### config.mk
export PLATFORM = sky130hd
export DESIGN_NAME = bus_arbiter_n
export DESIGN_NICKNAME = d
export VERILOG_FILES = /design/src/rtl/bus_arb_pkg.sv /design/src/rtl/bus_arbiter_n_rr_picker.sv /design/src/rtl/bus_arbiter_n.sv
export SDC_FILE = /design/constraint.sdc
export NUM_CORES = 1
export LEC_CHECK = 0
export ABC_CLOCK_PERIOD_IN_PS = 5220
export CORE_AREA = 2 2 142 144
export DETAILED_ROUTE_END_ITERATION = 12
export DIE_AREA = 0 0 144 146
export PLACE_DENSITY = 0.71
export SLEW_MARGIN = 30
export SYNTH_ARGS = -nofsm -noshare
export SYNTH_HDL_FRONTEND = slang
export SYNTH_SLANG_ARGS = --single-unit
### constraint.sdc
create_clock -name clk -period 5.22 [get_ports clk]
set_clock_uncertainty 0.15 [all_clocks]
set_input_delay 1.566 -clock clk [delete_from_list [all_inputs] [get_ports clk]]
set_output_delay 1.566 -clock clk [all_outputs]
set_load 0.005 [all_outputs]
### src/rtl/bus_arb_pkg.sv
// bus_arb_pkg: shared FSM state, op encoding and default widths for bus_arbiter_n
package bus_arb_pkg;
   typedef enum logic [1:0] {IDLE, BUSY, RELEASE} state_t;
   localparam int ADDR_W_DEF = 24;
   localparam int DATA_W_DEF = 32;
   localparam logic OP_READ = 1'b0;
   localparam logic OP_WRITE = 1'b1;
endpackage

### src/rtl/bus_arbiter_n_rr_picker.sv
// rr_picker: rotate-priority encoder returning the first requester at or after the pointer
module rr_picker #(
   parameter int NUM_CH = 4
) (
   input  logic [NUM_CH-1:0]         i_req,
   input  logic [$clog2(NUM_CH)-1:0] i_rr_ptr,
   output logic [$clog2(NUM_CH)-1:0] o_grant,
   output logic                      o_any_req
);
   // scan from the farthest offset down so the nearest requester after the pointer wins
   always_comb begin
      o_grant = '0;
      o_any_req = |i_req;
      for (int k = NUM_CH - 1; k >= 0; k--)
         if (i_req[(int'(i_rr_ptr) + k) % NUM_CH]) o_grant = $clog2(NUM_CH)'((int'(i_rr_ptr) + k) % NUM_CH);
   end
endmodule

### src/rtl/bus_arbiter_n.sv
// bus_arbiter_n: round-robin sharing of one sdram_controller by NUM_CH masters; ARB_TIMEOUT_EN adds a BUSY watchdog
module bus_arbiter_n
   import bus_arb_pkg::*;
#(
   parameter int NUM_CH      = 4,
   parameter int ADDR_W      = ADDR_W_DEF,
   parameter int DATA_W      = DATA_W_DEF,
   parameter int TIMEOUT_CYC = 1024
) (
   input  logic                      clk,
   input  logic                      rst,
   input  logic [NUM_CH*ADDR_W-1:0]  ch_addr,
   input  logic [NUM_CH*DATA_W-1:0]  ch_data_in,
   input  logic [NUM_CH-1:0]         ch_req_read,
   input  logic [NUM_CH-1:0]         ch_req_write,
   output logic [DATA_W-1:0]         ch_data_out,
   output logic [NUM_CH-1:0]         ch_data_valid,
   output logic [NUM_CH-1:0]         ch_write_complete,
   output logic [ADDR_W-1:0]         dram_addr,
   output logic [DATA_W-1:0]         dram_data_in,
   output logic                      dram_req_read,
   output logic                      dram_req_write,
   input  logic [DATA_W-1:0]         dram_data_out,
   input  logic                      dram_data_out_valid,
   input  logic                      dram_write_complete,
   output logic                      err_timeout,
   output logic [$clog2(NUM_CH)-1:0] err_ch
);
   localparam int W = $clog2(NUM_CH);
   localparam logic [W-1:0] LAST = W'(NUM_CH - 1);
   if (NUM_CH < 2 || NUM_CH > 8 || TIMEOUT_CYC < 2) begin : g_bad_cfg
      $error("bus_arbiter_n: unsupported NUM_CH or TIMEOUT_CYC");
   end
   state_t r_state;
   logic [W-1:0] r_rr_ptr, r_grant, w_grant, w_next;
   logic [NUM_CH-1:0] w_onehot;
   logic w_any_req, w_op, w_rd_done, w_wr_done;
   rr_picker #(.NUM_CH(NUM_CH)) u_picker (
      .i_req(ch_req_read | ch_req_write),
      .i_rr_ptr(r_rr_ptr),
      .o_grant(w_grant),
      .o_any_req(w_any_req)
   );
   assign w_op = ch_req_read[w_grant] ? OP_READ : OP_WRITE;
   assign w_next = (r_grant == LAST) ? '0 : r_grant + 1'b1;
   assign w_onehot = NUM_CH'(1) << r_grant;
   assign w_rd_done = dram_req_read & dram_data_out_valid;
   assign w_wr_done = dram_req_write & dram_write_complete;
`ifdef ARB_TIMEOUT_EN
   localparam int CNT_W = $clog2(TIMEOUT_CYC);
   logic [CNT_W-1:0] r_cnt;
`else
   assign err_timeout = 1'b0;
   assign err_ch = '0;
`endif
   // arbitration FSM; every output is registered and completion pulses last one cycle
   always_ff @(posedge clk) begin
      if (rst) begin
         r_state <= IDLE;
         r_rr_ptr <= '0;
         r_grant <= '0;
         dram_addr <= '0;
         dram_data_in <= '0;
         dram_req_read <= 1'b0;
         dram_req_write <= 1'b0;
         ch_data_out <= '0;
         ch_data_valid <= '0;
         ch_write_complete <= '0;
`ifdef ARB_TIMEOUT_EN
         r_cnt <= '0;
         err_timeout <= 1'b0;
         err_ch <= '0;
`endif
      end else begin
         ch_data_valid <= '0;
         ch_write_complete <= '0;
`ifdef ARB_TIMEOUT_EN
         err_timeout <= 1'b0;
`endif
         case (r_state)
            IDLE: if (w_any_req) begin
               r_grant <= w_grant;
               dram_addr <= ch_addr[w_grant*ADDR_W +: ADDR_W];
               dram_data_in <= ch_data_in[w_grant*DATA_W +: DATA_W];
               dram_req_read <= (w_op == OP_READ);
               dram_req_write <= (w_op == OP_WRITE);
`ifdef ARB_TIMEOUT_EN
               r_cnt <= '0;
`endif
               r_state <= BUSY;
            end
            BUSY: if (w_rd_done | w_wr_done) begin
               ch_data_valid <= w_rd_done ? w_onehot : '0;
               ch_write_complete <= w_wr_done ? w_onehot : '0;
               if (w_rd_done) ch_data_out <= dram_data_out;
               dram_req_read <= 1'b0;
               dram_req_write <= 1'b0;
               r_rr_ptr <= w_next;
               r_state <= RELEASE;
            end
`ifdef ARB_TIMEOUT_EN
            else if (r_cnt == CNT_W'(TIMEOUT_CYC - 1)) begin
               dram_req_read <= 1'b0;
               dram_req_write <= 1'b0;
               err_timeout <= 1'b1;
               err_ch <= r_grant;
               r_rr_ptr <= w_next;
               r_state <= RELEASE;
            end else r_cnt <= r_cnt + 1'b1;
`endif
            default: r_state <= IDLE;
         endcase
      end
   end
endmodule

==> flow_summary.json <==
{
  "final-hold-violation-count": 0,
  "fp.dieW_um": 144,
  "finalSetupViolCount": 0,
  "yosysTopAreaCellShare_pct": 40.8,
  "nFillCells": 1814,
  "numClockSinks": 104,
  "antenna_found_initial": 0,
  "die_y_um": 146,
  "syn_area_per_cell_um2": 9.36,
  "gp_congestion": 0.802,
  "cts_max_level": 3,
  "yosysWarningCount": 0,
  "ys_types": 41,
  "post_cts_buffers": 0,
  "slew_violations": 0,
  "status": "complete, no violations",
  "synth_most_common_cell": "nand2_1",
  "synth_edf_count": 0,
  "yosys.area_share.simple_pct": 13.5,
  "synthXorXnorAreaFrac_pct": 0,
  "final_core_util_pct": 47.7,
  "timing.slew.headroom_pct": 56.3,
  "layout-drive-gt1-share_pct": 4.26,
  "fin_crit_sh_pct": 72.4,
  "area_delta_synth_final_pct": 81.0,
  "yosysSeqAreaShare_pct": 40.8,
  "worstSetupStartpointType": "input port",
  "synth_top_family_by_area": "multiplexers",
  "drt_iter0_markers": 180,
  "ios": 369,
  "synthAdderAreaFrac_pct": 0.981,
  "grt_pass1_wl_mm": 29.1,
  "fin_setup_tns_ps": 0,
  "core_um2": 19300,
  "crit_chain": "clkdlybuf4s50_1 -> nor4_2 -> a311o_1 -> nor2_4 -> nand2_2 -> buf_12 -> o221ai_1",
  "overflow": 0,
  "track_usage_pct": 17.8,
  "required_ps": 5250,
  "vdd.ir_drop.worst_mv": 0.156,
  "rows": 51,
  "fin_hold_ws_ps": 303,
  "synthMuxAreaShare_pct": 22.2,
  "grt_pass1_vias": 5294,
  "synth_common_cells": "126 x nand2_1, 113 x mux2i_1, 104 x dfxtp_1",
  "fin_nets": 1158,
  "cp_max_fo": 29,
  "crit_type": "in2reg",
  "synth_top_flop_cell": "dfxtp_1",
  "netlist_area_um2": 5100,
  "layout_setup_ws_ps": 1440,
  "cpPeakStageDelay_ps": 470,
  "path_clk_slew_ps": 70,
  "drc": 0,
  "port_buffers": 365,
  "p_leak_nw": 3.12,
  "cap_violations": 0,
  "cts_made_buffers": 9,
  "hold_class": "reg2reg",
  "cts.root.buffer_cell": "clkbuf_16",
  "postCtsResizedCells": 0,
  "cts_hold_buf": 0,
  "yosysTopAreaCell": "dfxtp_1",
  "cp.arrival_ps": 3810,
  "clk_latency_ps": 340,
  "wl_mm": 19.7,
  "dp_hpwl_mm": 15.3,
  "vias": 5319,
  "grt_start_max_net_pins": 57,
  "fmax_ghz": 0.265,
  "ys_ff_latch": 104,
  "cts_tree": "done",
  "power.density_nw_per_um2": 239,
  "synth-compound-area-share_pct": 16.2,
  "cts_buffer_depth": 2,
  "start_util_pct": 26.4,
  "synth_cells": 545,
  "firstDrtPassIters": 4,
  "cpMaxStageDelayCell": "a311o_1",
  "rsz0062_at_grt": "no",
  "endpoint_kind": "register",
  "period_minus_slack_ps": 3780,
  "power_mw": 2.21,
  "async_flop_share_pct": 0,
  "worst_slew_pin_slew_ps": 655,
  "via_per_inst": 4.60,
  "pre_cts_slack_ps": 1010,
  "dieArea_um2": 21000,
  "diodes": 0,
  "synth_area_leaders": "dfxtp_1 41%, mux2i_1 22%, o221ai_1 9.6%, nand2_1 9.3%, a21oi_1 3.9%",
  "wire_per_inst_um": 17.0,
  "final_antenna_net_count": 0
}
-- per-stage QoR --
step | std cells | instance area [um^2]
2_1_floorplan | 547 | 5110
3_3_place_gp | 1140 | 8910
3_5_place_dp | 1140 | 8910
4_1_cts | 1156 | 9230
5_1_grt | 1156 | 9230
6_report | 1156 | 9230
-- final cells by class --
class                   instances  area (um^2)  area share (%)
inverters                       5         18.8           0.203
clock inverters                 5         62.6           0.678
flip-flops and latches        104         2080            22.6
clock buffers                  11          253            2.74
multi-input cells             393         2720            29.4
well taps                     265          332            3.59
repair buffers                373         3760            40.8
-- kinds of logic (layout without fill, tap and decap cells) --
kind of cell,count (synthesis),after routing
simple gates,162,162
mux,113,113
compound gates,111,111
flops,104,104
buf+inv,50,394
fa+ha+maj,4,4
other cells,1,3
-- power by group --
group | total [mW] | switching (mW) | leakage [nW] | internal [mW]
clock network | 0.709 | 0.308 | 0.148 | 0.401
registers | 0.902 | 0.0394 | 0.852 | 0.863
logic | 0.595 | 0.217 | 2.12 | 0.378
total | 2.21 | 0.565 | 3.12 | 1.64
-- worst paths after layout --
kind / start / to / slack (ps) / cells past startpoint
setup / recovery: ch_req_write[3] / dram_data_in[23] / 1440 / 7
hold / removal: ch_data_out[9] / ch_data_out[9] / 300 / 2
setup reg to reg: r_rr_ptr[0] / dram_data_in[23] / 2960 / 6
hold reg to reg: ch_data_out[9] / ch_data_out[9] / 300 / 2
-- critical path, delay by kind of cell --
family                 cells  cell delay, ps
buffers and inverters      2             710
and+or+nand+nor            3             900
AOI/OAI and AO/OA          2             620
-- flip-flops by register name, summed over array words and instances (netlist names), 2 cells and up --
| signal | count |
|---|---|
| ch_data_out | 32 |
| dram_data_in | 32 |
| dram_addr | 24 |
| ch_data_valid | 4 |
| ch_write_complete | 4 |
| r_grant | 2 |
| r_rr_ptr | 2 |
| r_state | 2 |
-- per-layer routing --
metal  track usage [%]  up-vias  routed length, um
li1                  -     2646                  -
met1              20.6     2407               7830
met2              30.9      238               9490
met3              5.23       28               1880
met4              6.27        0                477
met5                 0        -                  0
-- cells in the final DEF (no fill, tap or decap), types with 2 or more instances in the layout --
cell type and count:
clkdlybuf4s50_1 365, nand2_1 126, mux2i_1 113, dfxtp_1 104, o221ai_1 56, a21oi_1 40, and2_1 9, clkbuf_16 9
nor2_1 8, inv_1 5, ha_1 4, buf_12 4, buf_4 4, nand3_1 3, nor3_1 3, conb_1 3
o21ai_0 2, o21bai_1 2, nor2_4 2, nand2b_1 2, clkbuf_8 2, clkinvlp_4 2
(Power assumes the default switching activity.)
